[config.mk]
export PLATFORM = sky130hd
export DESIGN_NAME = tx_framer
export DESIGN_NICKNAME = d
export VERILOG_FILES = /design/src/rtl/tx_framer.sv
export SDC_FILE = /design/constraint.sdc
export NUM_CORES = 1
export LEC_CHECK = 0
export ABC_AREA = 1
export BUFFER_PORTS_ARGS = -buffer_cell sky130_fd_sc_hd__buf_2
export CAP_MARGIN = 20
export CORE_MARGIN = 1.5
export CORE_UTILIZATION = 50
export DETAILED_ROUTE_END_ITERATION = 8
export HOLD_SLACK_MARGIN = 0.03
export PLACE_DENSITY = 0.72
export SLEW_MARGIN = 15
export SYNTH_ARGS = -nofsm -noshare
export SYNTH_HDL_FRONTEND = slang
export SYNTH_SLANG_ARGS = --single-unit
export TNS_END_PERCENT = 5
[constraint.sdc]
create_clock -name clk_32M768 -period 2.07 [get_ports clk_32M768]
set_input_delay 0.414 -clock clk_32M768 [delete_from_list [all_inputs] [get_ports clk_32M768]]
set_output_delay 0.414 -clock clk_32M768 [all_outputs]
set_load 0.005 [all_outputs]
[src/rtl/tx_framer.sv]
// Frame serialiser for the Tx modulator: buffers one AXI-Stream byte packet, then emits
// preamble, header {mode,len}, payload and CRC-8 one bit per symbol strobe.
module tx_framer #(
    parameter logic [31:0] PREAMBLE = 32'h1ACF_FC1D,
    parameter int          MAX_LEN  = 15,
    parameter int          GAP_BITS = 16
) (
    input  logic       clk_32M768,
    input  logic       rst_32M768,
    input  logic       sym_en,
    input  logic [3:0] MODE_CTRL,
    input  logic [7:0] s_tdata,
    input  logic       s_tvalid,
    input  logic       s_tlast,
    output logic       s_tready,
    output logic       tx_serial,
    output logic       tx_valid,
    output logic       tx_sof,
    output logic       ovf
);

    typedef enum logic [2:0] {
        IDLE, LOAD, DISCARD, SEND_PRE, SEND_HDR, SEND_PAY, SEND_CRC, GAP
    } state_t;

    state_t      r_state;
    logic [7:0]  r_buf [MAX_LEN];
    logic [3:0]  r_wr_ptr;
    logic [3:0]  r_len;
    logic [3:0]  r_idx;
    logic [7:0]  r_hdr;
    logic [7:0]  r_crc;
    logic [15:0] r_cnt;
    logic        r_tready;
    logic        r_tx_serial;
    logic        r_tx_valid;
    logic        r_tx_sof;
    logic        r_ovf;

    logic        w_acc;
    logic        w_loading;
    logic        w_hdr_bit;
    logic [7:0]  w_pay_byte;
    logic        w_pay_bit;

    // MSB-first CRC-8, polynomial 0x07, one bit per call
    function automatic logic [7:0] crc8_step(input logic [7:0] crc, input logic b);
        return {crc[6:0], 1'b0} ^ ((crc[7] ^ b) ? 8'h07 : 8'h00);
    endfunction

    assign w_acc      = s_tvalid & r_tready;
    assign w_loading  = (r_state == IDLE) || (r_state == LOAD);
    assign w_hdr_bit  = r_hdr[3'd7 - r_cnt[2:0]];
    assign w_pay_byte = r_buf[r_idx];
    assign w_pay_bit  = w_pay_byte[3'd7 - r_cnt[2:0]];

    always_ff @(posedge clk_32M768) begin
        if (w_acc && w_loading)
            r_buf[r_wr_ptr] <= s_tdata;
    end

    always_ff @(posedge clk_32M768) begin
        if (rst_32M768) begin
            r_state     <= IDLE;
            r_wr_ptr    <= 4'd0;
            r_len       <= 4'd0;
            r_idx       <= 4'd0;
            r_hdr       <= 8'h00;
            r_crc       <= 8'h00;
            r_cnt       <= 16'd0;
            r_tready    <= 1'b0;
            r_tx_serial <= 1'b0;
            r_tx_valid  <= 1'b0;
            r_tx_sof    <= 1'b0;
            r_ovf       <= 1'b0;
        end else begin
            r_ovf <= 1'b0;
            case (r_state)
                IDLE, LOAD: begin
                    r_tready <= 1'b1;
                    if (w_acc) begin
                        if (s_tlast || (r_wr_ptr == 4'(MAX_LEN - 1))) begin
                            r_len    <= r_wr_ptr + 4'd1;
                            r_hdr    <= {MODE_CTRL, r_wr_ptr + 4'd1};
                            r_crc    <= 8'h00;
                            r_wr_ptr <= 4'd0;
                            r_idx    <= 4'd0;
                            r_cnt    <= 16'd0;
                            if (s_tlast) begin
                                r_state  <= SEND_PRE;
                                r_tready <= 1'b0;
                            end else begin
                                r_state <= DISCARD;
                                r_ovf   <= 1'b1;
                            end
                        end else begin
                            r_wr_ptr <= r_wr_ptr + 4'd1;
                            r_state  <= LOAD;
                        end
                    end
                end
                DISCARD: begin
                    if (w_acc && s_tlast) begin
                        r_state  <= SEND_PRE;
                        r_tready <= 1'b0;
                    end
                end
                SEND_PRE: begin
                    if (sym_en) begin
                        r_tx_serial <= PREAMBLE[5'd31 - r_cnt[4:0]];
                        r_tx_valid  <= 1'b1;
                        r_tx_sof    <= (r_cnt == 16'd0);
                        if (r_cnt == 16'd31) begin
                            r_cnt   <= 16'd0;
                            r_state <= SEND_HDR;
                        end else begin
                            r_cnt <= r_cnt + 16'd1;
                        end
                    end
                end
                SEND_HDR: begin
                    if (sym_en) begin
                        r_tx_serial <= w_hdr_bit;
                        r_tx_sof    <= 1'b0;
                        r_crc       <= crc8_step(r_crc, w_hdr_bit);
                        if (r_cnt == 16'd7) begin
                            r_cnt   <= 16'd0;
                            r_state <= SEND_PAY;
                        end else begin
                            r_cnt <= r_cnt + 16'd1;
                        end
                    end
                end
                SEND_PAY: begin
                    if (sym_en) begin
                        r_tx_serial <= w_pay_bit;
                        r_crc       <= crc8_step(r_crc, w_pay_bit);
                        if (r_cnt == 16'd7) begin
                            r_cnt <= 16'd0;
                            if (r_idx == r_len - 4'd1)
                                r_state <= SEND_CRC;
                            else
                                r_idx <= r_idx + 4'd1;
                        end else begin
                            r_cnt <= r_cnt + 16'd1;
                        end
                    end
                end
                SEND_CRC: begin
                    // r_crc is no longer updated here, so it stays frozen while shifted out
                    if (sym_en) begin
                        r_tx_serial <= r_crc[3'd7 - r_cnt[2:0]];
                        if (r_cnt == 16'd7) begin
                            r_cnt   <= 16'd0;
                            r_state <= GAP;
                        end else begin
                            r_cnt <= r_cnt + 16'd1;
                        end
                    end
                end
                GAP: begin
                    if (sym_en) begin
                        r_tx_serial <= 1'b0;
                        r_tx_valid  <= 1'b0;
                        if (r_cnt == 16'(GAP_BITS - 1)) begin
                            r_cnt    <= 16'd0;
                            r_state  <= IDLE;
                            r_tready <= 1'b1;
                        end else begin
                            r_cnt <= r_cnt + 16'd1;
                        end
                    end
                end
                default: begin
                    r_state <= IDLE;
                end
            endcase
        end
    end

    assign s_tready  = r_tready;
    assign tx_serial = r_tx_serial;
    assign tx_valid  = r_tx_valid;
    assign tx_sof    = r_tx_sof;
    assign ovf       = r_ovf;

endmodule

==> results.py <==
metrics = {
    "hold_path": {
        "hold_path_depth": 2,
        "min-delay-start": "s_tlast",
        "holdPathEnd": "ovf",
        "min_path_type": "in -> reg",
    },
    "global_route": {
        "grt_pass1_vias": 5746,
        "grt_pass1_wl_um": 28730,
        "grt_usage_pct": 22.91,
        "grt_overflow": 0,
        "grt_max_degree": 39,
        "antenna_found_initial": 0,
    },
    "finish": {
        "layout.cells.most_common_list": "nand2_1, edfxtp_1, nand3_1",
        "drive_above_1_share_pct": 22.81,
        "fill_cells": 1211,
        "fin_nets": 960,
        "num_antenna_cells": 0,
        "final_common_cell": "nand2_1",
        "instances_no_fill": 1158,
        "syn2layout_area_growth_pct": 21.57,
    },
    "place": {
        "port-buffer-count": 21,
        "dp_slack_ns": 0.04631,
        "dpl.cell_count": 1112,
        "gp_congestion": 0.8911,
        "dp_hpwl_um": 11930,
    },
    "synthesis": {
        "syn_nets": 881,
        "synth_enable_flop_cells": 120,
        "synthesis.area_mm2": 0.007870,
        "synth_ff_type": "edfxtp_1",
        "ys_ff_latch": 172,
        "synth.distinct_cells": 45,
        "synthArstFlopShare_pct": 0,
        "seq_area_frac_synth_pct": 59.01,
        "synthesis.instances": 856,
        "syn_area_per_cell_um2": 9.194,
        "yosysWarnings": 0,
    },
    "setup_path": {
        "cpPeakStageDelay_ns": 0.47,
        "crit_required_ns": 2.37,
        "worstSetupPathType": "reg -> reg",
        "r2r_slack_ns": -0.03,
        "crit_buf_inv": 3,
        "crit_slowest_cell": "dfxtp_4",
        "path_cells": "clkinv_8 -> clkbuf_16 -> nand2_1 -> nand3_2 -> nand3_2 -> nand3_2 -> nand2_2 -> nand2_2 -> nand3_1 -> nand2_1 -> inv_2 -> nand2_2 -> nand2_1 -> nand3_1 -> nand3_1 -> nand2_1 -> nand2_1 -> a21oi_1",
        "path_max_fanout": 8,
        "reg2reg_depth": 18,
        "startpoint_type": "register",
        "worst_setup_path_end_kind": "register",
        "reg2reg_to": "r_crc[2]",
        "path_common_cell": "nand2_1",
        "critPathArrivalTime_ns": 2.41,
        "cp_top_family": "simple AND/OR/NAND/NOR gates",
    },
    "timing": {
        "setup_violations": 3,
        "fin_crit_sh_pct": 101.6,
        "slew_headroom_pct": 62.35,
        "fin_ws_ns": -0.03357,
        "layout_min_cycle_time_ns": 2.104,
        "finalHoldViolations": 0,
        "skew_ns": 0.01156,
        "max_freq_mhz": 475.4,
        "rsz0062_at_grt": "yes",
        "slew_viol_final": 0,
        "worst_pin_slew_ns": 0.5641,
    },
    "route": {
        "drtPass1Iterations": 5,
        "drc": 0,
        "vias_per_cell": 5.516,
        "vias": 6387,
        "routedWlPerCell_um": 16.84,
        "first_iter_violations": 685,
        "ant_nets": 0,
        "totalWireLength_um": 19500,
    },
    "run_status": {
        "status": "finished, violations left",
        "violations": "setup timing",
    },
    "cts": {
        "cts_hold_buf": 0,
        "numCtsBuffers": 17,
        "numClockSinks": 172,
        "cts_buffer_depth": 2,
        "clock_latency_ns": 0.44,
        "cts_tree": "built",
        "clk_pin_slew_worst_paths_ns": 0.06,
        "cts_max_level": 4,
        "clockRootBuffer": "clkbuf_16",
    },
    "die": {
        "dieArea_mm2": 0.01650,
        "core_area_mm2": 0.01531,
        "ioPinCount": 22,
        "die_h_um": 128.5,
        "num_rows": 45,
        "die_w_um": 128.5,
        "start_util_pct": 51.39,
    },
    "power": {
        "cellPowerDensity_mw_per_mm2": 984.8,
        "p_clk_share_pct": 33.1,
        "leakage_nw": 3.736,
        "seqPwrFrac_pct": 41.7,
        "vdd_drop_max_mv": 0.5889,
        "p_sw_mw": 2.944,
        "total_power_mw": 9.423,
        "swShare_pct": 31.24,
        "p_int_mw": 6.479,
        "pwr-share-comb_pct": 25.2,
    },
    "job": {
        "max_cap_viol_count": 0,
    },
}
## cell type report
type	instances	area [µm²]	area share, %
Sequential cell	172	4648	48.58
Multi-Input combinational cell	574	2944	30.77
Timing Repair Buffer	92	828.3	8.657
Clock buffer	19	432.9	4.525
Inverter	77	301.5	3.152
Tap cell	211	264.0	2.759
Clock inverter	12	140.1	1.465
Timing Repair inverter	1	8.758	0.09154
## kinds of logic (layout without fill, tap and decap cells)
group	Yosys count	count (layout)	synth area share (%)
simple gates	467	467	25.96
buf+inv	110	201	6.471
fa+ha+maj	8	8	1.272
compound gates	90	90	6.280
flops	172	172	59.01
xor+xnor	9	9	1.002
## sequential cells by signal (all words and copies together) (netlist names), named ones only
| name | count |
|---|---|
| ovf | 1 |
| tx_serial | 1 |
| r_crc | 8 |
| tx_sof | 1 |
| r_idx | 4 |
| r_buf | 120 |
| r_hdr | 5 |
| r_cnt | 16 |
| s_tready | 1 |
| r_wr_ptr | 4 |
| tx_valid | 1 |
| r_state | 3 |
| r_len | 3 |
## cells in the mapped netlist, drive strengths merged, types with 4 or more instances
library cell,instances,share of area [%]
dfxtp,52,13
edfxtp,120,46
a21oi,49,3.2
clkbuf,4,0.19
buf,29,2.6
nor2,88,4.6
xnor2,4,0.45
nand3,113,7.6
ha,8,1.3
xor2,5,0.56
nor3,17,1.1
nand2,235,11
o21ai,26,1.7
nor4,4,0.32
inv,74,3.6
## how the worst max path moves through the flow
| stage | startpoint | to | depth (start not counted) |
|---|---|---|---|
| final | register | r_crc[2] | 18 |
| after global routing | register | r_crc[2] | 18 |
| after CTS | register | r_crc[2] | 19 |
| after detailed placement | register | r_crc[2] | 18 |
| after global placement | register | r_crc[2] | 18 |
| after floorplan | r_state[2] | r_buf[11][0] | 6 |
## through the flow
step | TNS, ns | area [µm²] | hold slack (ns) | util (%)
detailed placement | 0 | 8501 | 0.4420 | 55.51
finish | -0.08720 | 9568 | 0.1704 | 62.48
global route | -2.129 | 9568 | 0.1784 | 62.48
floorplan | -0.3240 | 7870 | 0.4237 | -
CTS | 0 | 9074 | 0.1558 | 59.25
global placement | 0 | 8501 | 0.4374 | 55.51
## timing repair
item,4_1_cts,5_1_grt
gates resized for setup,0,66
endpoints found under the setup margin,0,55
setup buffers,0,6
## layer usage
metal	global-route usage [%]	part of all wire [%]	vias up
li1	-	-	3032
met1	30.83	42	3015
met2	36.84	48	295
met3	3.825	7.4	45
met4	10.31	2.7	0
met5	0	0	-
## power groups by stage
stage | clock (mW) | sequential (mW) | combinational [mW]
3_3_place_gp | 0 | 3.98 | 2.05
2_1_floorplan | 0 | 3.95 | 1.48
3_5_place_dp | 0 | 3.99 | 2.07
5_1_grt | 3.27 | 3.94 | 2.62
4_1_cts | 3.12 | 3.91 | 2.08
6_report | 3.12 | 3.93 | 2.38
(Power assumes the default switching activity.)
